File: src/rtl/fast_command_pkg.sv
// fast_command_pkg: ETROC2 fast-command encodings, command codes and encoder FSM states
package fast_command_pkg;
  localparam logic [7:0] FC_IDLE      = 8'hF0;
  localparam logic [7:0] FC_LINKRESET = 8'hF8;
  localparam logic [7:0] FC_BCR       = 8'hF1;
  localparam logic [7:0] FC_SYNC_TRIG = 8'hF2;
  localparam logic [7:0] FC_L1A_CR    = 8'hF9;
  localparam logic [7:0] FC_CHARGEINJ = 8'hF4;
  localparam logic [7:0] FC_L1A       = 8'hF6;
  localparam logic [7:0] FC_L1A_BCR   = 8'hF3;
  localparam logic [7:0] FC_WS_START  = 8'hFC;
  localparam logic [7:0] FC_WS_STOP   = 8'hFA;

  typedef enum logic [3:0] {
    CMD_IDLE      = 4'd0,
    CMD_LINKRESET = 4'd1,
    CMD_BCR       = 4'd2,
    CMD_SYNC_TRIG = 4'd3,
    CMD_L1A_CR    = 4'd4,
    CMD_CHARGEINJ = 4'd5,
    CMD_L1A       = 4'd6,
    CMD_L1A_BCR   = 4'd7,
    CMD_WS_START  = 4'd8,
    CMD_WS_STOP   = 4'd9
  } cmd_e;

  typedef enum logic {ALIGN, RUN} state_e;

  function automatic logic [7:0] code_byte(input logic [3:0] code);
    case (code)
      CMD_LINKRESET: return FC_LINKRESET;
      CMD_BCR:       return FC_BCR;
      CMD_SYNC_TRIG: return FC_SYNC_TRIG;
      CMD_L1A_CR:    return FC_L1A_CR;
      CMD_CHARGEINJ: return FC_CHARGEINJ;
      CMD_L1A:       return FC_L1A;
      CMD_L1A_BCR:   return FC_L1A_BCR;
      CMD_WS_START:  return FC_WS_START;
      CMD_WS_STOP:   return FC_WS_STOP;
      default:       return FC_IDLE;
    endcase
  endfunction
endpackage

File: src/rtl/fast_command_bc_counter.sv
// fast_command_bc_counter: 12-bit bunch-crossing counter with orbit wrap, load-zero and hold
module fast_command_bc_counter #(
  parameter int BC_MAX = 3563
) (
  input  logic        clk320,
  input  logic        rstn,
  input  logic        hold,
  input  logic        load_zero,
  output logic [11:0] bcid,
  output logic        at_bc_max
);
  assign at_bc_max = bcid == 12'(BC_MAX);

  always_ff @(posedge clk320) begin
    if (!rstn) bcid <= '0;
    else if (load_zero) bcid <= '0;
    else if (!hold) bcid <= at_bc_max ? 12'd0 : bcid + 12'd1;
  end
endmodule

File: src/rtl/fast_command_encoder.sv
// fast_command_encoder: command handshake to 8-bit fast-command bytes, MSB-first at 320 MHz
module fast_command_encoder
  import fast_command_pkg::*;
#(
  parameter int BC_MAX       = 3563,
  parameter int ALIGN_FRAMES = 16
) (
  input  logic        clk320,
  input  logic        rstn,
  input  logic        cmd_valid,
  input  logic [3:0]  cmd_code,
  output logic        cmd_ready,
  input  logic        auto_bcr_en,
  input  logic        align_req,
  output logic        fc,
  output logic        frame_start,
  output logic [11:0] bcid,
  output logic        aligning,
  output logic        cmd_err
);
  logic [7:0] shreg, align_cnt, run_byte, next_byte;
  logic [2:0] bit_cnt;
  logic [3:0] pend_code;
  logic       pend_v, align_flag, at_max, boundary, accept, accept_ok;
  logic       auto_bcr, consume, use_run, zero_bcid;
  state_e     state;

  assign fc          = shreg[7];
  assign frame_start = bit_cnt == 3'd0;
  assign aligning    = state == ALIGN;
  assign cmd_ready   = state == RUN && !pend_v;

  always_comb begin
    boundary  = bit_cnt == 3'd7;
    accept    = cmd_valid && cmd_ready;
    accept_ok = accept && cmd_code <= 4'd9;
    auto_bcr  = auto_bcr_en && at_max;
    run_byte  = auto_bcr ? (pend_v && pend_code == CMD_L1A ? FC_L1A_BCR : FC_BCR)
              : pend_v ? code_byte(pend_code) : FC_IDLE;
    consume   = pend_v && (!auto_bcr || pend_code == CMD_L1A);
    // the last preamble boundary already selects as RUN
    use_run   = state == RUN ? !align_flag
              : !align_flag && align_cnt == 8'(ALIGN_FRAMES - 1);
    next_byte = use_run ? run_byte : FC_IDLE;
    zero_bcid = boundary && (!use_run || next_byte == FC_BCR || next_byte == FC_L1A_BCR);
  end

  fast_command_bc_counter #(.BC_MAX(BC_MAX)) u_bc (
    .clk320   (clk320),
    .rstn     (rstn),
    .hold     (!boundary),
    .load_zero(zero_bcid),
    .bcid     (bcid),
    .at_bc_max(at_max)
  );

  always_ff @(posedge clk320) begin
    if (!rstn) begin
      shreg      <= FC_IDLE;
      bit_cnt    <= '0;
      state      <= ALIGN;
      align_cnt  <= '0;
      align_flag <= 1'b0;
      pend_v     <= 1'b0;
      pend_code  <= '0;
      cmd_err    <= 1'b0;
    end else begin
      bit_cnt <= bit_cnt + 3'd1;
      shreg   <= boundary ? next_byte : {shreg[6:0], shreg[7]};
      cmd_err <= accept && cmd_code > 4'd9;
      if (boundary) begin
        state      <= use_run ? RUN : ALIGN;
        align_cnt  <= use_run || align_flag ? 8'd0 : align_cnt + 8'd1;
        align_flag <= align_req;
      end else if (align_req) align_flag <= 1'b1;
      pend_v <= boundary && !use_run ? 1'b0 : accept_ok ? 1'b1 : boundary && consume ? 1'b0 : pend_v;
      if (accept_ok) pend_code <= cmd_code;
    end
  end
endmodule

File: config.mk
export PLATFORM = sky130hd
export DESIGN_NAME = fast_command_encoder
export DESIGN_NICKNAME = d
export VERILOG_FILES = /design/src/rtl/fast_command_pkg.sv /design/src/rtl/fast_command_bc_counter.sv /design/src/rtl/fast_command_encoder.sv
export SDC_FILE = /design/constraint.sdc
export NUM_CORES = 1
export LEC_CHECK = 0
export ABC_AREA = 1
export CORE_MARGIN = 2
export CORE_UTILIZATION = 55
export CTS_BUF_LIST = sky130_fd_sc_hd__clkbuf_8
export DETAILED_ROUTE_END_ITERATION = 12
export PLACE_DENSITY = 0.78
export SYNTH_ARGS = -nofsm -noshare
export SYNTH_HDL_FRONTEND = slang
export SYNTH_SLANG_ARGS = --single-unit
File: constraint.sdc
create_clock -name clk320 -period 2 [get_ports clk320]
set_input_delay 0.2 -clock clk320 [delete_from_list [all_inputs] [get_ports clk320]]
set_output_delay 0.2 -clock clk320 [all_outputs]
set_load 0.005 [all_outputs]
## Yosys cells after proc, flatten, opt, wreduce, memory -nomap -nowiden

Memories as Yosys holds them, arrays and structs flattened. A register that Yosys moved wholly into a read port is not among the register bits.
Cells that the tools add are included.

| storage, ports and cells | value |
|---|---|
| register bits after elaboration | 39 |
| bits in read-only memories | 64 |
| input bits | 9 |
| output and inout bits | 17 |
| memories kept | 1 |

| cells by class | value |
|---|---|
| add/sub/neg operators | 3 |
| order comparisons | 2 |
| equal/unequal tests | 6 |
| mux-type cells | 15 |
| bitwise operators | 2 |
| reductions and logical operators | 24 |

Memories:

| memory | words | bits a word | rd ports | clocked after memory_dff | write ports | RTL line | RTL |
|---|---|---|---|---|---|---|---|
| (no name shown) | 16 | 4 | 1 | 1 | 0 | fast_command_pkg.sv:30 | `case (code)` |

Operator list:

| cell | number |
|---|---|
| $mux 8 | 5 |
| $eq 8x8->1 const B | 2 |
| $add 12x1->12 const B | 1 |
| $eq 12x12->1 const B | 1 |
| $mux 12 | 1 |
| $logic_and 1x1->1 | 11 |
| $add 8x1->8 const B | 1 |
| $eq 8x4->1 const B | 1 |
| $mux 4 | 2 |
| $mux 1 | 6 |
| $eq 4x3->1 const B | 1 |
| $gt 4x4->1 const B | 1 |
| $le 4x4->1 const B | 1 |
| $logic_not 1->1 | 4 |
| $logic_or 1x1->1 | 4 |
| $reduce_bool 2->1 | 2 |
| $reduce_or 2->1 | 2 |
| $add 3x1->3 const B | 1 |
| $eq 3x3->1 const B | 1 |
| $logic_not 3->1 | 1 |
| $mux 2 | 1 |
| $not 1->1 | 2 |

## Depth between registers and ports, before layout

| depth | value |
|---|---|
| word-level depth | 10 |
| mapped depth | 13 |

## Hierarchy

A second synthesis with hierarchy kept.

| unflattened totals | value |
|---|---|
| cells, all modules | 293 |
| area total of the unflattened synthesis | 2265.9 µm² |

By module, submodules not included:

| module | instances | cells each | area an instance (µm²) |
|---|---|---|---|
| fast_command_encoder | 1 | 197 | 1546.5 |
| fast_command_bc_counter | 1 | 96 | 719.4 |

## Worst setup path before layout

OpenSTA, ideal clock, no wires.

| timing | value |
|---|---|
| path type | reg2reg |
| start point | reg state |
| end point | reg (tool-made name) |
| arrival | 1600 ps |
| required time | 1884 ps |
| setup slack | 284 ps |
| stages on the path, launching flop included | 11 |
| period minus slack after synthesis | 1716 ps |
| cells stage by stage | dfxtp_1 -> inv_1 -> nor2_2 -> nand2_1 -> nor2_1 -> nor2_1 -> nor3_1 -> inv_1 -> ha_1 -> nand2_1 -> o211a_1 |

RTL lines:

| element | RTL line | RTL |
|---|---|---|
| from (decl) | fast_command_encoder.sv:26 | `state_e state;` |
| from (signal assigned) | fast_command_encoder.sv:72 | `state <= use_run ? RUN : ALIGN;` |

## Worst setup path after layout

| timing | value |
|---|---|
| start point | reg bit_cnt[0] |
| end point | reg u_bc.bcid[4] |

| on the way | value |
|---|---|
| word-level cells in the longest chain between the ends | 3 |

Ends and longest elaborated chain:

| element | RTL line | RTL |
|---|---|---|
| from (decl) | fast_command_encoder.sv:22 | `logic [2:0] bit_cnt;` |
| from (signal assigned) | fast_command_encoder.sv:68 | `bit_cnt <= bit_cnt + 3'd1;` |
| $eq 3x3->1 * | fast_command_encoder.sv:34 | `boundary = bit_cnt == 3'd7;` |
| $logic_and 1x1->1 | fast_command_encoder.sv:45 | `zero_bcid = boundary && (!use_run \|\| next_byte == FC_BCR \|\| next_byte == FC_L1A_BCR);` |
| $reduce_or 2->1 (no line) | n/a |  |
| to (signal assigned) | fast_command_bc_counter.sv:17 | `else if (!hold) bcid <= at_bc_max ? 12'd0 : bcid + 12'd1;` |
| to (decl) | fast_command_bc_counter.sv:9 | `output logic [11:0] bcid,` |

Every way passes the cells marked *; elsewhere a longest branch is shown, timed or not.
A chain may end at the register's enable or synchronous reset.

==> run_results.csv <==
group,metric,value,unit
worst_setup_path,critical_path.reg2reg.startpoint,"bit_cnt[0]",
pwr,power.leakage,1.05,nW
timing,setup_viol,0,
synth,synth_top_area_share,42.2,%
clock_tree,cts_made_buffers,5,
clock_tree,cts_h_tree_depth,2,
synth,area_fraction_in_compound_gates_after_synthesis,5.76,%
synth,yosysUniqueCellTypes,31,
timing,fmax,0.567,GHz
status,run_status,"finished, final reports clean",
worst_setup_path,required,2.24,ns
die,design.portCount,26,
global_routing,grt_pass1_wl,6710,µm
pwr,power.net_switching,0.000325,W
synth,synth_nets,287,
timing,finalMaxSlewViolations,0,
layout,post-route-util,68.8,%
worst_setup_path,crit_path_max_fo,9,
worst_setup_path,endpoint_kind,"flip-flop",
pwr,vdd_ir_drop_max,0.000398,V
route,detailedRoute.firstPassIterationCount,6,
synth,synthTopCellsByCount,"nand2_1, dfxtp_1, nor2_1, inv_1, nand3_1",
worst_setup_path,worstRegToRegCells,8,
synth,syn-instance-count,269,
clock_tree,post_cts_buffers,0,
route,detailroute.via_count,1736,
placed_design,placement.io_buffers,25,
layout,layout-drive-gt1-share,13.0,%
global_routing,pin_count_of_the_biggest_net_entering_global_routing,12,
timing,timing.final.crit_period,1.76,ns
route,detail_route.wl_per_cell,11.1,µm
hold_path,hold_path.startpoint,"shreg[5]",
synth,ys_dominant_reg_cell,"dfxtp_1",
die,placeable_area,0.00361,mm²
timing,fin_skew,0.00511,ns
synth,cell_area_after_synthesis,0.00204,mm²
route,ant_nets,0,
die,die_height,64.9,µm
die,starting_density_of_the_core,56.6,%
flow_run,drv_cap,0,
clock_tree,clockBufferDepth,2,
route,drt_drc_violations_left,0,
clock_tree,clock_edge_transition_at_the_registers_on_the_reported_setup_and_hold_paths,0.07,ns
clock_tree,tritoncts_num_sinks,43,
worst_setup_path,cp-start-kind,"flip-flop",
pwr,power.switching_fraction,22.2,%
worst_setup_path,critical_path.reg2reg.endpoint,"u_bc.bcid[4]",
pwr,combPwrFrac,5.8,%
clock_tree,cts_tree,"yes",
hold_path,whs_path_depth,1,
synth,synth_seq_area_share,42.2,%
hold_path,hold_path.class,"reg -> reg",
die,die_x,64.9,µm
timing,layout_worst_path_cycle_share,88.2,%
global_routing,global_route.overflow_total,0,
synth,synth_top_area_cell,"dfxtp_1",
die,die_area,0.00421,mm²
synth,synth_async_sr_flop_share,0,%
hold_path,hold_end,"shreg[6]",
die,placementRows,22,
synth,synth.mux.area_fraction,0.490,%
clock_tree,cts.hold.buffers_added,0,
pwr,seq_power_share,59.9,%
route,viasPerCell,4.88,
timing,max_slew.worst_pin.slew,0.287,ns
synth,yosys.area_share.adder,5.52,%
pwr,p_int,0.00114,W
global_routing,total_routing_usage_gr,20.7,%
timing,final_hold_viol_count,0,
layout,fill_cells,303,
layout,antenna_cells,0,
timing,setup_total_negative_slack,0,ns
synth,syn-mean-instance-area,7.59,µm²
placed_design,dp.final_hpwl,2990,µm
clock_tree,cts_resized,0,
synth,ys_ff_latch,43,
timing,timing.slew.headroom,80.8,%
layout,nNetsFinal,327,
global_routing,grt_antenna_before_repair,0,
timing,rsz0062_at_grt,"no",
clock_tree,clk_latency_worst_skew_pair,0.30,ns
synth,ys_top_cells_by_area,"dfxtp_1, nand2_1, nor2_1",
global_routing,grt_pass1_vias,1569,
layout,flow.area_growth_from_synthesis,21.6,%
worst_setup_path,worstPathArrival,2.01,ns
route,drt-initial-drc-count,114,
placed_design,gp_congestion,0.861,
synth,number_of_enable_flip_flop_cells_after_synthesis,0,
synth,synthSimpleGateAreaFrac,32.4,%
synth,synthXorXnorAreaFrac,5.58,%
synth,synth_top_family_by_area,"simple AND/OR/NAND/NOR gates",
clock_tree,ctsRootBufferMaster,"clkbuf_8",
pwr,power_frac_clock,34.3,%
synth,post-synth-top-count-cell,"nand2_1",
synth,ys.warnings.count,0,
pwr,power-per-cell-area,590,mW/mm²
worst_setup_path,crit_type,"reg -> reg",
worst_setup_path,setup.reg_to_reg.worst_slack,0.24,ns
route,finalWirelength,3970,µm
## flip-flops by register name (all words and copies together), names as in the netlist, named ones only
register,cells
align_flag,1
pend_v,1
cmd_err,1
u_bc.bcid,12
align_cnt,8
bit_cnt,3
shreg,8
pend_code,4
state,1
## worst max path at each step
stage / start / end / slack (ns) / depth (start not counted)
after floorplan: state / flip-flop / 0.28 / 10
after global placement: cmd_code[1] / flip-flop / 0.07 / 10
after detailed placement: cmd_code[1] / flip-flop / 0.02 / 10
after CTS: bit_cnt[0] / u_bc.bcid[11] / 0.09 / 12
after global routing: bit_cnt[0] / align_cnt[7] / 0.03 / 9
final: bit_cnt[0] / u_bc.bcid[4] / 0.24 / 8
## cell type report
class | instances | area, µm² | area share, %
timing repair buffer | 35 | 325 | 13.1
sequential | 43 | 861 | 34.7
inverter | 39 | 146 | 5.90
multi-input combinational | 185 | 1020 | 41.0
tap | 48 | 60.1 | 2.42
clock inverter | 1 | 3.75 | 0.151
clock buffer | 5 | 68.8 | 2.77
## critical path: stages, from the launching register on
cell     delay (ns)
dfxtp_1        0.36
ha_1           0.17
ha_2           0.32
inv_2          0.07
buf_4          0.17
nor3_1         0.27
nand2_1        0.11
xor2_1         0.15
nor2_1         0.10
## power by group through the flow
stage / registers [W] / clock network, W / logic, W
after global routing: 0.000879 / 0.000554 / 0.0000949
after detailed placement: 0.000898 / 0 / 0.0000840
after floorplan: 0.000896 / 0 / 0.0000439
after CTS: 0.000878 / 0.000513 / 0.0000847
after global placement: 0.000897 / 0 / 0.0000826
final: 0.000878 / 0.000503 / 0.0000844
## through the flow
| stage | instance area [µm²] | total power, W | hold slack (ns) | worst slack [ns] | cells |
|---|---|---|---|---|---|
| after CTS | 2480 | 0.00147 | 0.422 | 0.0928 | 356 |
| after detailed placement | 2410 | 0.000982 | 0.405 | 0.0193 | 350 |
| after global placement | 2410 | 0.000980 | 0.396 | 0.0720 | 350 |
| final | 2480 | 0.00147 | 0.420 | 0.237 | 356 |
| after global routing | 2480 | 0.00153 | 0.439 | 0.0307 | 356 |
| after floorplan | 2040 | 0.000940 | 0.317 | 0.284 | 269 |
## routing by layer
metal	part of all wire [%]	GRT usage, %
met5	0	0
met4	1.7	7.18
met3	3.9	6.77
met2	46	33.1
met1	48	26.1
## logic make-up after synthesis
family,after synthesis
xor+xnor,13
flops,43
compound gates,20
buf+inv,41
simple gates,142
fa+ha+maj,9
mux,1
## layout by cell type (no fill, tap or decap), drive strengths merged
cell type,count
clkdlybuf4s50,25
inv,40
clkbuf,5
mux2i,1
buf,10
nand2,57
nand3,16
dfxtp,43
nor3b,1
o21ai,9
or2,6
o211ai,1
xnor2,3
xor2,10
nand4,4
o211a,1
a21oi,7
o31ai,1
nor2,47
nor3,11
ha,9
a22o,1
Note: power is estimated with default switching activity, not from simulation.
